<file path="config.mk">
export PLATFORM = sky130hd
export DESIGN_NAME = spi_rb_bridge_prm
export DESIGN_NICKNAME = d
export VERILOG_FILES = /design/src/rtl/spi_rb_bridge_prm.sv
export SDC_FILE = /design/constraint.sdc
export NUM_CORES = 1
export LEC_CHECK = 0
export ABC_AREA = 1
export CAP_MARGIN = 20
export CORE_MARGIN = 3
export CORE_UTILIZATION = 39
export CTS_CLUSTER_SIZE = 10
export DETAILED_ROUTE_END_ITERATION = 16
export GPL_TIMING_DRIVEN = 0
export PLACE_DENSITY = 0.68
export SYNTH_ARGS = -nofsm -noshare
export SYNTH_HDL_FRONTEND = slang
export SYNTH_SLANG_ARGS = --single-unit
</file>
<file path="constraint.sdc">
create_clock -name i_clk -period 2.1 [get_ports i_clk]
set_clock_uncertainty 0.05 [all_clocks]
set_input_delay 0.21 -clock i_clk [delete_from_list [all_inputs] [get_ports i_clk]]
set_output_delay 0.21 -clock i_clk [all_outputs]
set_load 0.01 [all_outputs]
</file>
<file path="src/rtl/spi_rb_bridge_prm.sv">
// SPI-to-regbank bridge: a header word selects read/write burst mode and start address;
// each data word reads back the regbank and optionally writes it. Optional read timeout: SPI_RB_TIMEOUT_EN.
module spi_rb_bridge_prm #(
    parameter int K_ADDR_W   = 8,
    parameter int K_DATA_W   = 16,
    parameter int K_AUTO_INC = 1,
    parameter int K_TIMEOUT  = 15
) (
    input  logic                i_clk,
    input  logic                i_rst_n,
    input  logic [K_DATA_W-1:0] i_spi_in_data,
    input  logic                i_spi_rx,
    input  logic                i_csn,
    output logic [K_DATA_W-1:0] o_spi_out_data,
    output logic                o_spi_valid_tx,
    output logic [K_ADDR_W-1:0] o_rb_rd_addr,
    output logic                o_rb_rd_en,
    input  logic [K_DATA_W-1:0] i_rb_rd_data,
    input  logic                i_rb_rd_valid,
    output logic [K_ADDR_W-1:0] o_rb_wr_addr,
    output logic [K_DATA_W-1:0] o_rb_wr_data,
    output logic [K_DATA_W-1:0] o_rb_wr_bmask,
    output logic                o_rb_wr_en,
    output logic                o_err,
    output logic [15:0]         o_xfer_cnt
);

    localparam int CMD_W = K_DATA_W - K_ADDR_W;
    localparam logic [CMD_W-1:0]    CMD_READ        = CMD_W'(1);
    localparam logic [CMD_W-1:0]    CMD_WRITE       = CMD_W'(2);
    localparam logic [CMD_W-1:0]    CMD_READ_FIXED  = CMD_W'(3);
    localparam logic [CMD_W-1:0]    CMD_WRITE_FIXED = CMD_W'(4);
    localparam logic [K_ADDR_W-1:0] ADDR_ONE        = K_ADDR_W'(1);

    typedef enum logic [2:0] {
        IDLE,
        RB_REQ,
        SPI_SEND,
        SPI_WAIT,
        SPI_RCV,
        ERROR
    } state_t;

    state_t              state, state_nxt;
    logic [K_ADDR_W-1:0] addr, addr_nxt;
    logic                wr_mode, wr_mode_nxt;
    logic                fixed_mode, fixed_mode_nxt;

    logic [K_ADDR_W-1:0] rd_addr_nxt, wr_addr_nxt;
    logic [K_DATA_W-1:0] out_data_nxt, wr_data_nxt;
    logic                rd_en_nxt, valid_tx_nxt, wr_en_nxt, err_nxt;
    logic [15:0]         xfer_cnt_nxt;

    logic [CMD_W-1:0]    hdr_cmd;
    logic [K_ADDR_W-1:0] hdr_addr;

    assign hdr_cmd       = i_spi_in_data[K_DATA_W-1:K_ADDR_W];
    assign hdr_addr      = i_spi_in_data[K_ADDR_W-1:0];
    assign o_rb_wr_bmask = '1;

`ifdef SPI_RB_TIMEOUT_EN
    localparam int TMO_W = (K_TIMEOUT > 1) ? $clog2(K_TIMEOUT) : 1;
    localparam logic [TMO_W-1:0] TMO_LAST = TMO_W'(K_TIMEOUT - 1);
    logic [TMO_W-1:0] tmo_cnt, tmo_nxt;
`endif

    always_comb begin
        state_nxt      = state;
        addr_nxt       = addr;
        wr_mode_nxt    = wr_mode;
        fixed_mode_nxt = fixed_mode;
        rd_en_nxt      = 1'b0;
        rd_addr_nxt    = o_rb_rd_addr;
        valid_tx_nxt   = 1'b0;
        out_data_nxt   = o_spi_out_data;
        wr_en_nxt      = 1'b0;
        wr_addr_nxt    = o_rb_wr_addr;
        wr_data_nxt    = o_rb_wr_data;
        err_nxt        = o_err;
        xfer_cnt_nxt   = o_xfer_cnt;
`ifdef SPI_RB_TIMEOUT_EN
        tmo_nxt        = tmo_cnt;
`endif

        case (state)
            IDLE: begin
                if (i_spi_rx && !i_csn) begin
                    case (hdr_cmd)
                        CMD_READ, CMD_WRITE, CMD_READ_FIXED, CMD_WRITE_FIXED: begin
                            state_nxt      = RB_REQ;
                            addr_nxt       = hdr_addr;
                            wr_mode_nxt    = (hdr_cmd == CMD_WRITE) || (hdr_cmd == CMD_WRITE_FIXED);
                            fixed_mode_nxt = (hdr_cmd == CMD_READ_FIXED) || (hdr_cmd == CMD_WRITE_FIXED);
                        end
                        default: begin
                            state_nxt    = ERROR;
                            err_nxt      = 1'b1;
                            out_data_nxt = '1;
                        end
                    endcase
                end
            end
            RB_REQ: begin
                if (i_rb_rd_valid) begin
                    state_nxt    = SPI_SEND;
                    out_data_nxt = i_rb_rd_data;
                    valid_tx_nxt = 1'b1;
                end
`ifdef SPI_RB_TIMEOUT_EN
                else if (tmo_cnt == TMO_LAST) begin
                    state_nxt    = ERROR;
                    err_nxt      = 1'b1;
                    out_data_nxt = '1;
                end else begin
                    tmo_nxt = tmo_cnt + TMO_W'(1);
                end
`endif
            end
            SPI_SEND: state_nxt = SPI_WAIT;
            SPI_WAIT: begin
                if (i_spi_rx) begin
                    state_nxt = SPI_RCV;
                    if (wr_mode) begin
                        wr_en_nxt   = 1'b1;
                        wr_data_nxt = i_spi_in_data;
                        wr_addr_nxt = addr;
                    end
                end
            end
            SPI_RCV: begin
                state_nxt = RB_REQ;
                if (o_xfer_cnt != 16'hFFFF)
                    xfer_cnt_nxt = o_xfer_cnt + 16'd1;
                if ((K_AUTO_INC != 0) && !fixed_mode)
                    addr_nxt = addr + ADDR_ONE;
            end
            ERROR: begin
                err_nxt      = 1'b1;
                out_data_nxt = '1;
            end
            default: state_nxt = IDLE;
        endcase

        // One read request per entry into RB_REQ, at the address that state will use
        if (state_nxt == RB_REQ && state != RB_REQ) begin
            rd_en_nxt   = 1'b1;
            rd_addr_nxt = addr_nxt;
`ifdef SPI_RB_TIMEOUT_EN
            tmo_nxt     = '0;
`endif
        end

        // Deselect ends the frame and overrides anything decided above
        if (i_csn) begin
            state_nxt    = IDLE;
            rd_en_nxt    = 1'b0;
            wr_en_nxt    = 1'b0;
            err_nxt      = 1'b0;
            xfer_cnt_nxt = '0;
        end
    end

    always_ff @(posedge i_clk or negedge i_rst_n) begin
        if (!i_rst_n) begin
            state          <= IDLE;
            addr           <= '0;
            wr_mode        <= 1'b0;
            fixed_mode     <= 1'b0;
            o_rb_rd_en     <= 1'b0;
            o_rb_rd_addr   <= '0;
            o_spi_valid_tx <= 1'b0;
            o_spi_out_data <= '0;
            o_rb_wr_en     <= 1'b0;
            o_rb_wr_addr   <= '0;
            o_rb_wr_data   <= '0;
            o_err          <= 1'b0;
            o_xfer_cnt     <= '0;
        end else begin
            state          <= state_nxt;
            addr           <= addr_nxt;
            wr_mode        <= wr_mode_nxt;
            fixed_mode     <= fixed_mode_nxt;
            o_rb_rd_en     <= rd_en_nxt;
            o_rb_rd_addr   <= rd_addr_nxt;
            o_spi_valid_tx <= valid_tx_nxt;
            o_spi_out_data <= out_data_nxt;
            o_rb_wr_en     <= wr_en_nxt;
            o_rb_wr_addr   <= wr_addr_nxt;
            o_rb_wr_data   <= wr_data_nxt;
            o_err          <= err_nxt;
            o_xfer_cnt     <= xfer_cnt_nxt;
        end
    end

`ifdef SPI_RB_TIMEOUT_EN
    always_ff @(posedge i_clk or negedge i_rst_n) begin
        if (!i_rst_n)
            tmo_cnt <= '0;
        else
            tmo_cnt <= tmo_nxt;
    end
`endif

endmodule

</file>
==> impl_metrics.py <==
metrics = {
    "cts": {
        "h-tree-depth": 3,
        "clockBufferDepth": 2,
        "post_cts_resized": 0,
        "insertion_delay_ns": 0.35,
        "cts.sinks": 81,
        "cts_tree": "done",
        "clkSlewWorstSetupHoldPaths_ns": 0.09,
        "cts-root-buf": "clkbuf_8",
        "numCtsBuffers": 9,
    },
    "power_and_ir_drop": {
        "power.total_mw": 4.697,
        "power_density_mw_per_mm2": 821.5,
        "worst_ir_drop_vdd_mv": 0.4572,
        "p_leak_nw": 2.704,
    },
    "synthesis": {
        "yosysWarnings": 0,
        "syn_area_per_cell_um2": 8.116,
        "yosys-mux-area-fraction_pct": 0.5399,
        "netlist_area_mm2": 0.004172,
        "synth_compound_area_share_pct": 8.668,
        "synth-xor-area-share_pct": 0.8398,
        "synth_top_family_by_area": "simple AND/OR/NAND/NOR gates",
        "synth-adder-area-share_pct": 0.5999,
        "synth_seq_cells": 81,
        "yosys.area_share.simple_pct": 30.14,
        "ys_types": 33,
        "synth_cells": 514,
        "ys_seq_area_share_pct": 48.59,
    },
    "critical_path": {
        "startpoint_type": "flip-flop",
        "arrival_ns": 2.02,
        "r2r-end": "o_xfer_cnt[4]",
        "critPathKind": "flip-flop to flip-flop",
        "regToRegSetupSlack_ns": 0.26,
        "ff2ff_path_depth": 10,
        "crit_path_max_fanout": 10,
        "r2r-start": "o_xfer_cnt[0]",
        "worstPathRequired_ns": 2.28,
        "endpoint_kind": "flip-flop",
    },
    "timing": {
        "fin_setup_tns_ns": 0,
        "rsz0062_at_grt": "false",
        "setup_viol": 0,
        "period_needed_ns": 1.837,
        "slew_viol_final": 0,
        "hold_violations": 0,
        "max_freq_mhz": 544.4,
        "holdWs_ns": 0.2227,
        "setup_ws_ns": 0.2631,
        "min_period_over_period_pct": 87.47,
    },
    "cells_and_area": {
        "area_growth_pct": 37.07,
        "final_cell_mix": "141 x nand2_1, 103 x clkdlybuf4s50_1, 81 x dfrtp_1, 49 x inv_1, 47 x nor2_1",
        "fin_area_mm2": 0.005718,
        "drive_gt1_share_pct": 13.98,
        "n_fill_cell": 1016,
        "register_area_mm2": 0.002027,
        "nets": 685,
        "num_antenna_cells": 0,
        "multi_input_area_mm2": 0.001762,
        "final_common_cell": "nand2_1",
    },
    "route": {
        "vias": 3716,
        "wl_per_cell_um": 13.09,
        "route.antenna.remaining_nets": 0,
        "routed_wl_mm": 10.30,
        "viasPerCell": 4.722,
        "dr.pass1.iters": 4,
        "drtIter0Drc": 138,
        "route.detailed.drc": 0,
    },
    "floorplanning": {
        "die_h_um": 109.4,
        "rows": 37,
        "io_pins": 121,
        "dieArea_mm2": 0.01197,
        "initial_core_util_pct": 40.23,
        "core-area_mm2": 0.01037,
        "die_w_um": 109.4,
    },
    "grt": {
        "grt_pass1_vias": 3612,
        "grt_max_degree": 66,
        "gr-total-overflow": 0,
        "grt_pass1_wl_mm": 17.07,
        "antenna_found_initial": 0,
        "grt_util_all_layers_pct": 17.79,
    },
    "placement": {
        "pre_cts_ws_ns": 0.1048,
        "hpwl_mm": 7.835,
        "place_congestion": 0.8797,
        "dpl_cell_area_mm2": 0.005464,
        "place.port_buffers": 104,
    },
    "status": {
        "outcome": "complete, no violations",
    },
    "run": {
        "drv_cap": 0,
    },
    "worst_hold_path": {
        "hp-class": "input pin to async pin",
    },
}
## kinds of logic after synthesis
kind of cell               Yosys count
AOI/OAI and AO/OA                   65
xor gates and xnor gates             4
adders and majority gates            2
buffers and inverters               89
DFF                                 81
muxes                                2
other                                1
and+or+nand+nor                    270
## per-layer routing
layer / GRT usage [%] / routed length, um / share of wire [%]
met5: 0 / 0 / 0
met4: 5.254 / 112 / 1.1
met2: 30.47 / 5023 / 49
met3: 3.053 / 574 / 5.6
met1: 23.06 / 4591 / 45
## registers in the layout (all words and copies together) (netlist names)
register	count
o_xfer_cnt	16
o_spi_valid_tx	1
o_rb_wr_addr	8
o_err	1
addr	8
wr_mode	1
o_spi_out_data	16
o_rb_wr_en	1
fixed_mode	1
state	3
o_rb_rd_addr	8
o_rb_rd_en	1
o_rb_wr_data	16
## power breakdown
part / total (mW) / internal (mW) / switching (mW) / leakage (nW)
sequential: 1.97 / 1.81 / 0.161 / 1.07
clock: 1.40 / 0.821 / 0.574 / 0.120
combinational: 1.33 / 0.644 / 0.684 / 1.51
## metrics by stage
stage	std cells	utilization, %
6_report	787	55.14
5_1_grt	787	55.14
4_1_cts	787	55.14
2_1_floorplan	529	-
3_3_place_gp	769	52.45
3_5_place_dp	770	52.69
## worst max-delay path by stage
stage / start / to / slack (ns)
3_3_place_gp: i_rst_n / o_spi_out_data[10] / -2.14
3_5_place_dp: i_spi_in_data[9] / o_spi_out_data[12] / 0.10
5_1_grt: o_xfer_cnt[0] / o_xfer_cnt[4] / 0.06
2_1_floorplan: o_xfer_cnt[0] / o_xfer_cnt[4] / 0.47
6_report: o_xfer_cnt[0] / o_xfer_cnt[4] / 0.26
4_1_cts: o_xfer_cnt[0] / o_xfer_cnt[4] / 0.26
## worst max-delay path, stage by stage (launching register included)
cell and delay [ns]:
dfrtp_1 0.44, ha_1 0.27, nand2_1 0.12, nor2_1 0.09, nand2_1 0.09, nor3_2 0.13
nor2_2 0.08, nor2_4 0.20, inv_4 0.12, nand2_1 0.08, nand2_1 0.05
## cells in the mapped netlist
library cell	number	area [um2]
xnor2_1	1	8.760
nor3_2	1	10.01
buf_4	22	165.2
nor2_4	5	56.30
o21ai_2	7	61.31
nand2_2	6	37.54
o21ai_1	16	80.08
buf_6	1	11.26
dfrtp_1	81	2027
nand3_2	4	40.04
conb_1	1	3.750
a21oi_1	5	25.02
mux2_2	2	22.52
nor2_2	5	31.28
nand4_4	1	21.27
o21ai_0	34	170.2
inv_4	1	6.260
buf_2	6	30.03
ha_1	2	25.02
clkbuf_1	2	7.510
o31ai_1	1	7.510
nand3_1	30	150.1
nor3_1	5	25.02
xor2_1	3	26.28
inv_2	7	26.28
nand2_4	2	22.52
nor2_1	47	176.4
nor2_8	1	20.02
inv_1	49	183.9
nand4_1	22	137.6
inv_6	1	8.760
a31o_2	2	17.52
nand2_1	141	529.3
## layout make-up
cell class                      instances  area share, %
Clock buffer                           11          2.473
Timing Repair Buffer                  106          18.82
Clock inverter                          5          1.794
Multi-Input combinational cell        359          30.81
Buffer                                 31          3.742
Inverter                               58          3.939
Tap cell                              136          2.976
Sequential cell                        81          35.45
## what timing repair did
item,4_1_cts,5_1_grt
buffers inserted,0,0
hold buffers,1,0
setup endpoints to repair,0,0
hold endpoints to repair,16,0
(Power assumes the default switching activity.)
